File: src/rtl/fifo_stream_reader.sv
`default_nettype none
// ============================================================================
// Module   : fifo_stream_reader
// Purpose  : Drains a sync_fifo read port into a framed valid/ready stream,
//            hiding the FIFO read latency behind a 2-entry output buffer.
// Revision : 1.0 - initial release
// ============================================================================
module fifo_stream_reader #(
  parameter int DATA_WIDTH = 8,
  parameter int PKT_LEN    = 4
) (
  input  logic                  clk,
  input  logic                  rstn,
  input  logic                  fifo_empty,
  input  logic [DATA_WIDTH-1:0] fifo_dout,
  output logic                  fifo_rd_en,
  output logic                  out_valid,
  input  logic                  out_ready,
  output logic [DATA_WIDTH-1:0] out_data,
  output logic                  out_last,
  output logic [15:0]           pkt_count
);

  localparam logic [15:0] c_last_idx = 16'(PKT_LEN - 1);

  logic [1:0]            r_occ;
  logic                  r_inflight;
  logic [DATA_WIDTH-1:0] r_head;
  logic [DATA_WIDTH-1:0] r_tail;
  logic [15:0]           r_word_idx;
  logic [15:0]           r_pkt_count;

  logic                  w_pop;
  logic [1:0]            w_remain;
  logic [2:0]            w_pending;

  assign w_pop     = out_valid && out_ready;
  // Words left in the buffer after this edge's pop, before any capture.
  assign w_remain  = r_occ - {1'b0, w_pop};
  assign w_pending = {1'b0, w_remain} + {2'b00, r_inflight};

  // Gated by rstn so no read can be issued while the block is held in reset.
  assign fifo_rd_en = rstn && !fifo_empty && (w_pending < 3'd2);

  assign out_valid = (r_occ != 2'd0);
  assign out_data  = r_head;
  assign out_last  = out_valid && (r_word_idx == c_last_idx);
  assign pkt_count = r_pkt_count;

  always_ff @(posedge clk or negedge rstn) begin
    if (!rstn) begin
      r_occ      <= 2'd0;
      r_inflight <= 1'b0;
      r_head     <= '0;
      r_tail     <= '0;
    end else begin
      r_occ      <= w_pending[1:0];
      r_inflight <= fifo_rd_en;
      if (w_pop && (r_occ == 2'd2)) begin
        r_head <= r_tail;
      end
      // The arriving word lands behind whatever survives the pop.
      if (r_inflight) begin
        if (w_remain == 2'd0) begin
          r_head <= fifo_dout;
        end else begin
          r_tail <= fifo_dout;
        end
      end
    end
  end

  always_ff @(posedge clk or negedge rstn) begin
    if (!rstn) begin
      r_word_idx  <= 16'd0;
      r_pkt_count <= 16'd0;
    end else if (w_pop) begin
      if (r_word_idx == c_last_idx) begin
        r_word_idx  <= 16'd0;
        r_pkt_count <= r_pkt_count + 16'd1;
      end else begin
        r_word_idx  <= r_word_idx + 16'd1;
      end
    end
  end

endmodule
`default_nettype wire

File: config.mk
export PLATFORM = sky130hd
export DESIGN_NAME = fifo_stream_reader
export DESIGN_NICKNAME = d
export VERILOG_FILES = /design/src/rtl/fifo_stream_reader.sv
export SDC_FILE = /design/constraint.sdc
export NUM_CORES = 1
export LEC_CHECK = 0
export CORE_MARGIN = 3
export CORE_UTILIZATION = 40
export DETAILED_ROUTE_END_ITERATION = 8
export SYNTH_ARGS = -nofsm -noshare
export SYNTH_HDL_FRONTEND = slang
export SYNTH_SLANG_ARGS = --single-unit
File: constraint.sdc
create_clock -name clk -period 5.1 [get_ports clk]
set_input_delay 0.765 -clock clk [delete_from_list [all_inputs] [get_ports clk]]
set_output_delay 0.765 -clock clk [all_outputs]
set_load 0.01 [all_outputs]
==> out/results.tsv <==
stage	metric	value	unit
yosys	Syn Nets	232	
pwr	P_leak	1.416	nW
cts	CTS tree	done	
yosys	Post-synth EDFFs	0	
grt	global route overflow	0	
run	max_cap viols	0	
yosys	Area contributors post-synth	dfrtp_1, xor2_1, nand2_1	
yosys	biggest area consumer among synthesized cells	dfrtp_1	
sta	setup_tns	0	ns
cts	H-tree depth	2	
placed_design	RD Place Congestion	0.7495	
detailed_routing	highest routing layer actually used	met4	
placed_design	DPL Wire Length	3357	um
yosys	ys flop type	dfrtp_1	
die	width of the die	84.46	um
sta	clock skew	0.004875	ns
placed_design	dpl ws	1.347	ns
cts	hold-fix buffers at CTS	0	
detailed_routing	number of DRC markers in iteration 0	79	
detailed_routing	# DRC	0	
detailed_routing	routed wire length	4703	um
detailed_routing	antenna viol nets, final	0	
grt	largest net degree at the start of global routing	52	
cts	Clock Path Buffers	2	
pwr	Power Density	367.4	nW/um^2
yosys	Synth Instances	216	
status	status	finished clean	
yosys	number of synthesized register bits	51	
layout	share of layout cells above drive strength 1	0.1318	
critical_path	CP endpoint kind	output pin	
cts	Post-CTS Setup Bufs	0	
critical_path	CP Data Arrival Time	2.99	ns
grt	first-pass GRT wire length	7914	um
yosys	ys async rst share	1.000	
detailed_routing	Via density	5.136	
pwr	Worst VDD drop	0.0002308	V
sta	Max Clk Rate	266.6	MHz
detailed_routing	wire per inst	14.25	um
critical_path	Worst Path Class, Setup	in -> out	
yosys	Syn Area/Cell	11.40	um^2
yosys	area of the mapped netlist	2462	um^2
detailed_routing	Vias	1695	
die	Core ar.	5743	um^2
cts	CTS root buffer	clkbuf_8	
critical_path	CP max FO	10	
yosys	synth warn	0	
die	Rows	27	
critical_path	Req. time, crit path	4.34	ns
sta	final hold vios	0	
sta	Tcrit/Tclk final	0.7355	
grt	GRT Util Overall	0.1384	
detailed_routing	TritonRoute pass-1 iters	4	
yosys	synth cell count leaders	dfrtp_1, nand2_1, xor2_1, nor3_1, nand3_1	
layout	Core Util, Final	0.5253	
cts	post-CTS resize count	0	
min_path	worst hold path class	reg -> reg	
detailed_routing	M1 WL	2315	um
cts	total CTS buffers	5	
critical_path	Worst Setup Start Kind	input port	
sta	RSZ-0062 raised after global routing	false	
sta	PnR worst setup slack	1.349	ns
placed_design	Buffers on Ports	38	
yosys	post-synth top area share	0.5183	
die	Die Footprint	7133	um^2
cts	clk slew on worst S/H paths	0.09	ns
sta	relative slew slack	0.4365	
yosys	cell with the most instances after synthesis	dfrtp_1	
layout	fillers	545	
layout	n_diodes	0	
yosys	part of the Yosys area used for sequential elements	0.5183	
sta	max-slew violation count	0	
layout	Syn-to-layout area delta	22.51	%
yosys	synth unique cells	36	
cts	worst skew pair latency	0.30	ns
die	initial core utilization	0.4288	
sta	count of final setup violators	0	
placed_design	placed insts	322	
grt	antenna violations before repair	0	
detailed_routing	metal3 WL	205	um
grt	vias in the first global route	1678	
layout	Layout Nets	273	
die	io pins	39	
die	Die Y-Extent	84.46	um
sta	slew of the pin with the lowest slew margin	0.8416	ns
cts	clk sink count	51	
sta	Tmin final	3.751	ns
sta	WHS	0.4784	ns
layout	fin cells	330	
detailed_routing	met2 WL	2140	um
where the power goes:
group | switching [mW] | internal (mW)
registers | 0.0754 | 0.491
clock network | 0.130 | 0.124
logic | 0.126 | 0.162
stage by stage:
step	power, mW	instance area (um^2)
2_1_floorplan	0.7406	2462
3_3_place_gp	0.8585	2913
3_5_place_dp	0.8661	2913
4_1_cts	1.126	3017
5_1_grt	1.180	3017
6_report	1.108	3017
critical path: stages:
cell and delay, ns:
clkdlybuf4s50_1 0.49, nand3b_1 0.49, nand2b_1 0.13, ha_1 0.20, inv_1 0.05, ha_1 0.13
nand2_1 0.05, nor2_1 0.12, clkdlybuf4s50_1 0.55
state kept, by name, summed over array words and instances (netlist names):
register	count
pkt_count	16
r_word_idx	16
out_data	8
r_tail	8
r_occ	2
r_inflight	1
kinds of logic after synthesis:
group,Yosys count,share of synthesized area
AO/OA/AOI/OAI,13,0.03303
XOR/XNOR,28,0.09960
adder cells (fa/ha/maj),4,0.02033
buffers and inverters,12,0.01982
flip-flops,51,0.5183
multiplexers,17,0.07368
AND/OR/NAND/NOR,91,0.2353
layout make-up:
cell class | count | area (um^2) | area share
timing repair buffer | 39 | 382.9 | 0.1269
tap | 72 | 90.09 | 0.02986
clock inverter | 1 | 7.507 | 0.002489
multi-input combinational | 153 | 1137 | 0.3770
inverter | 7 | 26.28 | 0.008710
clock buffer | 7 | 96.34 | 0.03194
sequential | 51 | 1276 | 0.4231
worst paths after layout:
path,start,to,slack [ns],depth (start not counted)
hold / removal,pkt_count[15]$_DFFE_PN0P_,pkt_count[15]$_DFFE_PN0P_,0.48,1
min in group asynchronous,rstn,r_word_idx[5]$_DFFE_PN0P_,0.63,2
setup / recovery,out_ready,fifo_rd_en,1.35,9
hold reg to reg,pkt_count[15]$_DFFE_PN0P_,pkt_count[15]$_DFFE_PN0P_,0.48,1
setup reg to reg,r_word_idx[0]$_DFFE_PN0P_,pkt_count[1]$_DFFE_PN0P_,3.15,5
max in group asynchronous,rstn,r_word_idx[8]$_DFFE_PN0P_,4.04,2
cell usage in the layout (no fill, tap or decap), drive strengths merged, types with 4 or more instances in the layout:
cell / Yosys / routed
xor2: 20 / 20
xnor2: 8 / 8
clkdlybuf4s50: 0 / 37
nor2: 6 / 6
nor3: 17 / 17
nand4: 6 / 6
clkbuf: 2 / 7
dfrtp: 51 / 51
nand3: 11 / 11
inv: 7 / 7
o21ai: 10 / 10
ha: 4 / 4
nor4: 7 / 7
mux2i: 8 / 8
and4: 4 / 4
nand2: 28 / 28
mux2: 9 / 9
metal layers:
| layer | vias up | track usage |
|---|---|---|
| met1 | 823 | 0.1876 |
| met5 | - | 0 |
| met3 | 5 | 0.03925 |
| met2 | 35 | 0.2181 |
| li1 | 832 | - |
| met4 | 0 | 0.03885 |
(Power assumes the default switching activity.)
